$ cat src/rtl/tft_pkg.sv
// tft_pkg: TFT controller opcodes, pixel classes, FSM states
// and the RGB888 -> panel byte packing helper.
package tft_pkg;

  localparam logic [7:0] CMD_CASET = 8'h2A;
  localparam logic [7:0] CMD_PASET = 8'h2B;
  localparam logic [7:0] CMD_RAMWR = 8'h2C;

  typedef enum logic [1:0] {
    PIX_BG,
    PIX_WALL,
    PIX_PLAYER
  } pix_e;

  typedef enum logic [2:0] {
    ST_IDLE,
    ST_CASET,
    ST_PASET,
    ST_RAMWR,
    ST_PIXELS,
    ST_FIN
  } state_e;

  // bpp 2: RGB565 sent high byte first; bpp 3: R, G, B.
  function automatic logic [7:0] pack_byte(
    input logic [23:0] rgb,
    input int          bpp,
    input logic [1:0]  idx
  );
    pack_byte = 8'h00;
    if (bpp == 2) begin
      if (idx == 2'd0)
        pack_byte = {rgb[23:19], rgb[15:13]};
      else
        pack_byte = {rgb[12:10], rgb[7:3]};
    end else begin
      case (idx)
        2'd0:    pack_byte = rgb[23:16];
        2'd1:    pack_byte = rgb[15:8];
        default: pack_byte = rgb[7:0];
      endcase
    end
  endfunction

endpackage

$ cat src/rtl/tile_pixel_classifier.sv
// tile_pixel_classifier: combinational wall/player/background
// decision for pixel (px_i,py_i) inside tile (col_i,row_i).
// Ports: tile + in-tile coords, wall bitmaps, player -> cls_o.
module tile_pixel_classifier
  import tft_pkg::*;
#(
  parameter int COLS   = 10,
  parameter int ROWS   = 15,
  parameter int TILE   = 32,
  parameter int WALL_W = 4,
  parameter int PAD    = 8,
  parameter int CW     = $clog2(COLS),
  parameter int RW     = $clog2(ROWS),
  parameter int TW     = $clog2(TILE),
  parameter int VN     = (COLS + 1) * ROWS,
  parameter int HN     = COLS * (ROWS + 1)
) (
  input  logic [CW-1:0] col_i,
  input  logic [RW-1:0] row_i,
  input  logic [TW-1:0] px_i,
  input  logic [TW-1:0] py_i,
  input  logic [VN-1:0] v_walls_i,
  input  logic [HN-1:0] h_walls_i,
  input  logic [CW-1:0] player_x_i,
  input  logic [RW-1:0] player_y_i,
  input  logic          player_en_i,
  output pix_e          cls_o
);

  localparam int VIW = $clog2(VN);
  localparam int HIW = $clog2(HN);

  logic [VIW-1:0] vl_idx;
  logic [VIW-1:0] vr_idx;
  logic [HIW-1:0] ht_idx;
  logic [HIW-1:0] hb_idx;
  logic           wall;
  logic           in_pad;
  logic           player;

  // Vertical rows hold COLS+1 segments, horizontal rows COLS.
  assign vl_idx = VIW'(32'(row_i) * 32'(COLS + 1) + 32'(col_i));
  assign vr_idx = vl_idx + VIW'(1);
  assign ht_idx = HIW'(32'(row_i) * 32'(COLS) + 32'(col_i));
  assign hb_idx = HIW'(32'(row_i) * 32'(COLS) + 32'(COLS)
                       + 32'(col_i));

  assign wall =
    (v_walls_i[vl_idx] && px_i <  TW'(WALL_W)) ||
    (v_walls_i[vr_idx] && px_i >= TW'(TILE - WALL_W)) ||
    (h_walls_i[ht_idx] && py_i <  TW'(WALL_W)) ||
    (h_walls_i[hb_idx] && py_i >= TW'(TILE - WALL_W));

  assign in_pad =
    px_i >= TW'(PAD) && px_i < TW'(TILE - PAD) &&
    py_i >= TW'(PAD) && py_i < TW'(TILE - PAD);

  assign player = player_en_i && in_pad &&
                  col_i == player_x_i && row_i == player_y_i;

  always_comb begin
    cls_o = PIX_BG;
    if (wall)
      cls_o = PIX_WALL;
    else if (player)
      cls_o = PIX_PLAYER;
  end

endmodule

$ cat src/rtl/scene_renderer.sv
// scene_renderer: streams a maze window (full scene or one tile)
// to a byte-wide TFT driver: CASET, PASET, RAMWR, then pixels.
// Ports: start/mode/tile_x/tile_y request, live walls + player,
// tft_busy/tft_dc/tft_data/tft_transmit driver side, busy/done.
module scene_renderer
  import tft_pkg::*;
#(
  parameter int          COLS       = 10,
  parameter int          ROWS       = 15,
  parameter int          TILE       = 32,
  parameter int          WALL_W     = 4,
  parameter int          PAD        = 8,
  parameter int          BPP        = 2,
  parameter logic [23:0] WALL_RGB   = 24'h3A7BD5,
  parameter logic [23:0] PLAYER_RGB = 24'hF0D000,
  parameter logic [23:0] BG_RGB     = 24'h000000
) (
  input  logic                         clk,
  input  logic                         rst,
  input  logic                         start,
  input  logic                         mode,
  input  logic [$clog2(COLS)-1:0]      tile_x,
  input  logic [$clog2(ROWS)-1:0]      tile_y,
  input  logic [(COLS+1)*ROWS-1:0]     v_walls,
  input  logic [COLS*(ROWS+1)-1:0]     h_walls,
  input  logic [$clog2(COLS)-1:0]      player_x,
  input  logic [$clog2(ROWS)-1:0]      player_y,
  input  logic                         player_en,
  input  logic                         tft_busy,
  output logic                         tft_dc,
  output logic [7:0]                   tft_data,
  output logic                         tft_transmit,
  output logic                         busy,
  output logic                         done
);

  localparam int CW = $clog2(COLS);
  localparam int RW = $clog2(ROWS);
  localparam int TW = $clog2(TILE);

  state_e        state_q, state_d;
  logic [2:0]    arg_q, arg_d;
  logic [1:0]    bsel_q, bsel_d;
  logic [CW-1:0] col_q, col_d, col_lo_q, col_lo_d;
  logic [CW-1:0] col_hi_q, col_hi_d;
  logic [RW-1:0] row_q, row_d, row_lo_q, row_lo_d;
  logic [RW-1:0] row_hi_q, row_hi_d;
  logic [TW-1:0] px_q, px_d, py_q, py_d;
  logic          xmit_q;
  logic          done_q, done_d;

  logic          can_send;
  logic          start_ok;
  logic [15:0]   xs, xe, ys, ye;
  pix_e          cls;
  logic [23:0]   rgb;

  function automatic logic [7:0] arg_byte(
    input logic [2:0]  i,
    input logic [7:0]  cmd,
    input logic [15:0] lo,
    input logic [15:0] hi
  );
    case (i)
      3'd0:    arg_byte = cmd;
      3'd1:    arg_byte = lo[15:8];
      3'd2:    arg_byte = lo[7:0];
      3'd3:    arg_byte = hi[15:8];
      default: arg_byte = hi[7:0];
    endcase
  endfunction

  // One byte per free driver slot; the gap after each strobe
  // covers the cycle before the driver raises tft_busy.
  assign can_send = !tft_busy && !xmit_q;

  assign start_ok = !mode ||
                    (int'(tile_x) < COLS && int'(tile_y) < ROWS);

  assign xs = 16'(32'(col_lo_q) * 32'(TILE));
  assign xe = 16'((32'(col_hi_q) + 32'd1) * 32'(TILE) - 32'd1);
  assign ys = 16'(32'(row_lo_q) * 32'(TILE));
  assign ye = 16'((32'(row_hi_q) + 32'd1) * 32'(TILE) - 32'd1);

  assign busy = (state_q != ST_IDLE) || done_q;
  assign done = done_q;

  tile_pixel_classifier #(
    .COLS   (COLS),
    .ROWS   (ROWS),
    .TILE   (TILE),
    .WALL_W (WALL_W),
    .PAD    (PAD)
  ) u_cls (
    .col_i       (col_q),
    .row_i       (row_q),
    .px_i        (px_q),
    .py_i        (py_q),
    .v_walls_i   (v_walls),
    .h_walls_i   (h_walls),
    .player_x_i  (player_x),
    .player_y_i  (player_y),
    .player_en_i (player_en),
    .cls_o       (cls)
  );

  always_comb begin
    rgb = BG_RGB;
    case (cls)
      PIX_WALL:   rgb = WALL_RGB;
      PIX_PLAYER: rgb = PLAYER_RGB;
      default:    rgb = BG_RGB;
    endcase
  end

  always_comb begin
    state_d      = state_q;
    arg_d        = arg_q;
    bsel_d       = bsel_q;
    col_d        = col_q;
    row_d        = row_q;
    px_d         = px_q;
    py_d         = py_q;
    col_lo_d     = col_lo_q;
    col_hi_d     = col_hi_q;
    row_lo_d     = row_lo_q;
    row_hi_d     = row_hi_q;
    done_d       = 1'b0;
    tft_transmit = 1'b0;
    tft_dc       = 1'b0;
    tft_data     = 8'h00;

    unique case (state_q)
      ST_IDLE: begin
        // done_q still high means the frame is finishing.
        if (start && !done_q && start_ok) begin
          state_d  = ST_CASET;
          arg_d    = '0;
          bsel_d   = '0;
          col_lo_d = mode ? tile_x : '0;
          col_hi_d = mode ? tile_x : CW'(COLS - 1);
          row_lo_d = mode ? tile_y : '0;
          row_hi_d = mode ? tile_y : RW'(ROWS - 1);
          col_d    = col_lo_d;
          row_d    = row_lo_d;
          px_d     = '0;
          py_d     = '0;
        end
      end

      ST_CASET, ST_PASET: begin
        tft_dc   = (arg_q != 3'd0);
        tft_data = (state_q == ST_CASET)
                 ? arg_byte(arg_q, CMD_CASET, xs, xe)
                 : arg_byte(arg_q, CMD_PASET, ys, ye);
        if (can_send) begin
          tft_transmit = 1'b1;
          if (arg_q == 3'd4) begin
            arg_d   = '0;
            state_d = (state_q == ST_CASET) ? ST_PASET
                                             : ST_RAMWR;
          end else begin
            arg_d = arg_q + 3'd1;
          end
        end
      end

      ST_RAMWR: begin
        tft_data = CMD_RAMWR;
        if (can_send) begin
          tft_transmit = 1'b1;
          state_d      = ST_PIXELS;
        end
      end

      ST_PIXELS: begin
        tft_dc   = 1'b1;
        tft_data = pack_byte(rgb, BPP, bsel_q);
        if (can_send) begin
          tft_transmit = 1'b1;
          if (bsel_q != 2'(BPP - 1)) begin
            bsel_d = bsel_q + 2'd1;
          end else begin
            bsel_d = '0;
            if (px_q != TW'(TILE - 1)) begin
              px_d = px_q + TW'(1);
            end else begin
              px_d = '0;
              if (col_q != col_hi_q) begin
                col_d = col_q + CW'(1);
              end else begin
                col_d = col_lo_q;
                if (py_q != TW'(TILE - 1)) begin
                  py_d = py_q + TW'(1);
                end else begin
                  py_d = '0;
                  if (row_q != row_hi_q)
                    row_d = row_q + RW'(1);
                  else
                    state_d = ST_FIN;
                end
              end
            end
          end
        end
      end

      ST_FIN: begin
        if (!tft_busy && !xmit_q) begin
          state_d = ST_IDLE;
          done_d  = 1'b1;
        end
      end

      default: state_d = ST_IDLE;
    endcase
  end

  always_ff @(posedge clk) begin
    if (rst) begin
      state_q  <= ST_IDLE;
      arg_q    <= '0;
      bsel_q   <= '0;
      col_q    <= '0;
      row_q    <= '0;
      px_q     <= '0;
      py_q     <= '0;
      col_lo_q <= '0;
      col_hi_q <= '0;
      row_lo_q <= '0;
      row_hi_q <= '0;
      xmit_q   <= 1'b0;
      done_q   <= 1'b0;
    end else begin
      state_q  <= state_d;
      arg_q    <= arg_d;
      bsel_q   <= bsel_d;
      col_q    <= col_d;
      row_q    <= row_d;
      px_q     <= px_d;
      py_q     <= py_d;
      col_lo_q <= col_lo_d;
      col_hi_q <= col_hi_d;
      row_lo_q <= row_lo_d;
      row_hi_q <= row_hi_d;
      xmit_q   <= tft_transmit;
      done_q   <= done_d;
    end
  end

endmodule

$ cat config.mk
export PLATFORM = sky130hd
export DESIGN_NAME = scene_renderer
export DESIGN_NICKNAME = d
export VERILOG_FILES = /design/src/rtl/tft_pkg.sv /design/src/rtl/tile_pixel_classifier.sv /design/src/rtl/scene_renderer.sv
export SDC_FILE = /design/constraint.sdc
export NUM_CORES = 1
export LEC_CHECK = 0
export CAP_MARGIN = 25
export CORE_ASPECT_RATIO = 0.9
export CORE_MARGIN = 3
export CORE_UTILIZATION = 47
export CTS_BUF_LIST = sky130_fd_sc_hd__clkbuf_8 sky130_fd_sc_hd__clkbuf_16
export CTS_CLUSTER_DIAMETER = 120
export DETAILED_ROUTE_END_ITERATION = 16
export PLACE_DENSITY = 0.84
export SETUP_SLACK_MARGIN = 0.4
export SLEW_MARGIN = 20
export SYNTH_ARGS = -nofsm -noshare
export SYNTH_HDL_FRONTEND = slang
export SYNTH_SLANG_ARGS = --single-unit
$ cat constraint.sdc
create_clock -name clk -period 6.65 [get_ports clk]
set_input_delay 1.33 -clock clk [delete_from_list [all_inputs] [get_ports clk]]
set_output_delay 1.33 -clock clk [all_outputs]
set_load 0.005 [all_outputs]
# [Yosys cells after proc, flatten, opt, wreduce, memory -nomap -nowiden]
# Index checks and enable logic that the tools add are counted.
[totals] reg_bits=44 input_bits=347 output_inout_bits=12 word_cells=185
[op_classes] add_sub_neg=15 n_mul=2 magnitude_cmp=14 eq_ne=30 n_mux=69 bitwise_logic=1 reduce_logical=41
[ops] op="$mux W4" n=16
[ops] op="$pmux W8 S4" n=2
[ops] op="$pmux W24 S2" n=1
[ops] op="$mux W5" n=9
[ops] op="$mux W3" n=14
[ops] op="$lt A8 B9 Y1 const B" n=4
[ops] op="$bmux W1 S8" n=4
[ops] op="$add A8 B4 Y8" n=3
[ops] op="$ne A2 B2 Y1 const B" n=12
[ops] op="$pmux W8 S3" n=1
[ops] op="$sub A10 B1 Y11 const B" n=2
[ops] op="$pmux W5 S2" n=2
[ops] op="$mux W8" n=2
[ops] op="$pmux W4 S2" n=2
[ops] op="$pmux W3 S5" n=1
[ops] op="$logic_and A1 B1 Y1" n=14
[ops] op="$eq A3 B2 Y1 const B" n=4
[ops] op="$reduce_and A11 Y1" n=1
[ops] op="$add A4 B1 Y5 const B" n=2
[ops] op="$add A5 B1 Y5 const B" n=2
[ops] op="$ge A5 B4 Y1 const B" n=2
[ops] op="$ge A5 B5 Y1 const B" n=2
[ops] op="$lt A5 B3 Y1 const B" n=2
[ops] op="$lt A5 B5 Y1 const B" n=2
[ops] op="36 further kinds" n=66

# [Longest topological paths before layout]
[logic_depth] depth_word=14 ltp_mapped=17 mapped_depth_nobuf=14

# [Modules after synthesis]
# From an unflattened synthesis, not the netlist that was laid out.
[hier_totals] cells_unflattened=911 hier_area_um2=9755.6
[by_module_without_submodules] module="tile_pixel_classifier" instances=1 cells_per_inst=516 area_each_um2=6741.5 seq_area_each_um2=0.0
[by_module_without_submodules] module="scene_renderer" instances=1 cells_per_inst=395 area_each_um2=3014.1 seq_area_each_um2=820.8

# [Worst setup path after synthesis]
# Ideal clock, no wire load.
[synth_timing] kind="reg2out" from="register row_q[2]" to="output port tft_data[7]" arrival_time_ns=4.287 required_time_ns=5.320 slack_ns=1.033 path_stages_with_launch=14 path_buffers=1 cell_sequence="dfxtp_1 > ha_1 > ha_1 > fa_1 > ha_1 > xor2_1 > buf_6 > mux4_1 > mux4_2 > nor2_1 > o2111ai_1 > and3_2 > a22o_1 > nor3_1"
[synth_via] elab_chain_cells=14 elab_cells_between_ends=31 cone_classes="add/sub (5); mul (2); eq/ne (3); mux (13); reduce/logical (8)"
[synth_rtl] element="start, declared" line="scene_renderer.sv:46" source="logic [RW-1:0] row_q, row_d, row_lo_q, row_lo_d;"
[synth_rtl] element="start signal, assigned" line="scene_renderer.sv:239" source="row_q <= row_d;"
[synth_rtl] element="$mul A4 B4 Y8" line="tile_pixel_classifier.sv:42" source="assign vl_idx = VIW'(32'(row_i) * 32'(COLS + 1) + 32'(col_i));"
[synth_rtl] element="$add A8 B4 Y8" line="tile_pixel_classifier.sv:42"
[synth_rtl] element="$add A8 B1 Y8" line="tile_pixel_classifier.sv:43" source="assign vr_idx = vl_idx + VIW'(1);"
[synth_rtl] element="$bmux W1 S8" line="tile_pixel_classifier.sv:50" source="(v_walls_i[vr_idx] && px_i >= TW'(TILE - WALL_W)) ||"
[synth_rtl] element="$mux W1 (not written as such)" line="tile_pixel_classifier.sv:50"
[synth_rtl] element="$logic_and A1 B1 Y1" line="tile_pixel_classifier.sv:50"
[synth_rtl] element="$logic_or A1 B1 Y1" line="tile_pixel_classifier.sv:49" source="(v_walls_i[vl_idx] && px_i < TW'(WALL_W)) ||"
[synth_rtl] element="$logic_or A1 B1 Y1" line="tile_pixel_classifier.sv:50"
[synth_rtl] element="$logic_or A1 B1 Y1" line="tile_pixel_classifier.sv:51" source="(h_walls_i[ht_idx] && py_i < TW'(WALL_W)) ||"
[synth_rtl] element="$mux W2 *" line="tile_pixel_classifier.sv:63" source="if (wall)"
[synth_rtl] element="$eq A2 B2 Y1 or $eq A2 B1 Y1 (tied branches)" line="scene_renderer.sv:109" source="case (cls)"
[synth_rtl] element="$pmux W24 S2 *" line="scene_renderer.sv:109"
[synth_rtl] element="$mux W8 *" line="tft_pkg.sv:32" source="if (idx == 2'd0)"
[synth_rtl] element="$pmux W8 S3 *" line="scene_renderer.sv:133" source="unique case (state_q)"
[synth_rtl] element="end, declared" line="scene_renderer.sv:31" source="output logic [7:0] tft_data,"
# Mark *: on every way between the ends. The rest lies on a longest branch, timed or not. The select of a mux whose other input is x is not followed.

# [Worst setup path after layout]
[layout_timing] from="register row_q[2]" to="output port tft_data[1]"
# The elaborated chain is that of the path after synthesis.

==> results by group <==
Finish
  – Area growth from synthesis to final layout: 45.5%
  – Layout cell share with drive strength beyond 1: 22.4%
  – Nets: roughly 1800
  – Commonest cells after routing, fill and taps aside: clkdlybuf4s50_1 (350), mux4_2 (148), mux2i_1 (76)
  – Most common cell after layout, fill and taps aside: clkdlybuf4s50_1
  – FILL cells: between 1500 and 2000
  – Final non-filler cell total: 1637

Timing
  – Slew @ Worst Pin: 0.948 ns
  – Slew headroom: 36.6%
  – Fin crit share: 92.9%
  – Max Freq: 162 MHz
  – RSZ-0062 raised after global routing: true
  – Fin crit period: 6.18 ns
  – Slew Viols, Final: 0
  – Final hold vios: 0
  – Clock skew: 0.00633 ns
  – Final Setup Violations: 0
  – Final setup TNS: 0 ns

Power
  – Leak pwr: 5.12 nW
  – Peak VDD IR: approximately 0.00015 V
  – Pwr dens: 267 mW/mm^2

Drt
  – Vias per inst: 6.68
  – DRT Pass-1 Iters: 6
  – DRT iter0 DRCs: 1140
  – Antenna-violating nets left: 0
  – Post-detailed-route wirelength per cell: 23.9 um
  – WL final: 39200 um
  – DRC: 0
  – Via count: between 10000 and 15000

Hold path
  – Worst hold start: row_lo_q[2]
  – Hold Path Sink: row_lo_q[2]
  – Cells on Worst Hold Path: 2
  – Hold crit path type: flip-flop to flip-flop

Logic synthesis
  – Warnings from Yosys: 0
  – Post-synth ARST share: 0%
  – Syn Nets: around 1400
  – Synthesized area: between 0.009 and 0.01 mm^2
  – EDFF count, synth: 0
  – Syn_area_per_cell: 9.77 um^2
  – Sequential area share after synthesis: 8.23%
  – Yosys cell types: 74
  – Mapped Cells: 1020
  – Ys flop type: dfxtp_1
  – Yosys reg bits: 41

Placed design
  – Post-DP HPWL: about 31000 um
  – # placed instances: between 1500 and 2000
  – Number of port buffers: 358
  – GPL Wtd Cong: 0.951

Floorplan
  – Initial core utilization: 48.8%
  – Row cnt: 49
  – Die Ht: between 100 and 150 um
  – Die W: ~160 um
  – Full die area: 0.0230 mm^2
  – Top Ports: 359
  – Core Footprint: 0.0204 mm^2

Worst setup path
  – Critical Path AT: 4.85 ns
  – WP data required: 5.32 ns
  – Critical path class: flip-flop to output pin
  – Crit end category: output pin
  – Reg2Reg Depth: 8
  – Startpoint of the worst register-to-register path: state_q[0]
  – Critical path launch point: row_q[2]
  – Reg2Reg Setup Slack: just over 3 ns
  – Worst Setup Start Kind: flip-flop
  – Crit Path Max Fanout: 7
  – RR Endpoint: row_q[0]

Clocking
  – Clock transition at the registers of the reported paths: 0.06 ns
  – CTS max path bufs: 2
  – Clock sink total: 41
  – H-tree Lvls: 2
  – Clk root buf: clkbuf_16
  – CTS tree: done
  – Post-CTS Hold Buffers: 0
  – Clock Latency Late Sink: 0.29 ns
  – CTS buffer count: 5

Run status
  – Status: complete, no violations

Global route
  – Initial antenna violation count: 2
  – First-pass GRT wire length: 59000 um
  – Remaining Overflow, GRT: 0
  – Largest net degree at the start of global routing: 100
  – Overall Global Routing Usage: 31.8%
  – Vias in the first global route: 10800

Flow run
  – Max-Cap Viols: 0
[registers in the layout, indices dropped and copies added, names as in the netlist]
signal,cells
py_q,5
row_lo_q,4
state_q,3
col_hi_q,2
row_q,4
arg_q,3
px_q,5
row_hi_q,3
col_q,4
done,1
bsel_q,2
col_lo_q,4
xmit_q,1
[worst max-delay path: stages (launching register included)]
cell and delay, ns:
dfxtp_4 0.37, ha_4 0.29, ha_4 0.19, fa_1 0.56
ha_4 0.24, buf_4 0.14, buf_4 0.14, xnor2_4 0.18
a211o_1 0.31, o211ai_1 0.45, and2_4 0.28, o21ai_1 0.08
mux2_4 0.29, a21o_4 0.23, o31ai_4 0.34, buf_4 0.17
nand2_1 0.04, dlygate4sd2_1 0.26
[cell type report]
type,instances,area [um^2],area share [%]
Multi-Input combinational cell,862,8880,61.2
Timing Repair Buffer,415,4180,28.8
Sequential cell,41,833,5.75
Tap cell,280,350,2.42
Clock buffer,6,139,0.958
Inverter,29,109,0.751
Clock inverter,2,13.8,0.0949
Antenna cell,2,5.00,0.0345
[Yosys cell counts, types with 16 or more instances]
cell	number	area [um^2]
a211oi_1	19	143
a21oi_1	56	280
buf_2	24	120
clkbuf_1	38	143
dfxtp_1	41	821
ha_1	42	526
inv_1	28	105
mux2_2	23	259
mux2i_1	81	811
mux4_2	148	3330
nand2_1	68	255
nand3_1	34	170
nor2_1	63	236
nor3_1	25	125
o21ai_0	38	190
xnor2_1	34	298
xor2_1	16	140
[repair_timing]
action | CTS | global route
gates cloned | 2 | 1
setup endpoints to repair | 8 | 8
resized for setup | 35 | 49
buffers inserted | 9 | 14
pin swaps | 11 | 19
[layer usage]
metal | track usage [%] | vias to the layer above | part of all wire [%]
li1 | - | 4753 | -
met1 | 42.2 | 5315 | 38
met2 | 54.1 | 738 | 48
met3 | 5.76 | 121 | 10
met4 | 8.94 | 0 | 3.3
met5 | 0 | - | 0
[stage by stage]
| step | cell area [um^2] | worst slack [ns] | util [%] | total power [mW] | hold WS (ns) |
|---|---|---|---|---|---|
| after floorplan | 9970 | 1.03 | - | 2.46 | 0.437 |
| after global placement | 13800 | 0.422 | 67.4 | 3.22 | 0.453 |
| after detailed placement | 13800 | 0.330 | 67.4 | 3.28 | 0.457 |
| after CTS | 14200 | 0.323 | 69.4 | 3.66 | 0.483 |
| after global routing | 14500 | 0.328 | 71.0 | 4.07 | 0.497 |
| final | 14500 | 0.473 | 71.0 | 3.87 | 0.482 |
[how the worst max path moves through the flow]
stage,end,cells after the start
after global routing,tft_data[2],20
after floorplan,tft_data[7],13
final,tft_data[1],17
after global placement,tft_data[6],14
after detailed placement,tft_data[6],14
after CTS,tft_data[6],15
[report_power, final]
part	internal (mW)	switching, mW	leakage (nW)
sequential	0.276	0.0600	0.336
clock	0.149	0.104	0.0768
combinational	1.70	1.58	4.70
[cells by family after synthesis]
group / count (synthesis) / synth area share, %
adders and majority gates: 49 / 6.68
buffers and inverters: 117 / 5.87
and+or+nand+nor: 292 / 14.8
DFF: 41 / 8.23
muxes: 255 / 45.0
xor gates and xnor gates: 52 / 4.72
AOI/OAI and AO/OA: 214 / 14.7
(Power assumes the default switching activity.)
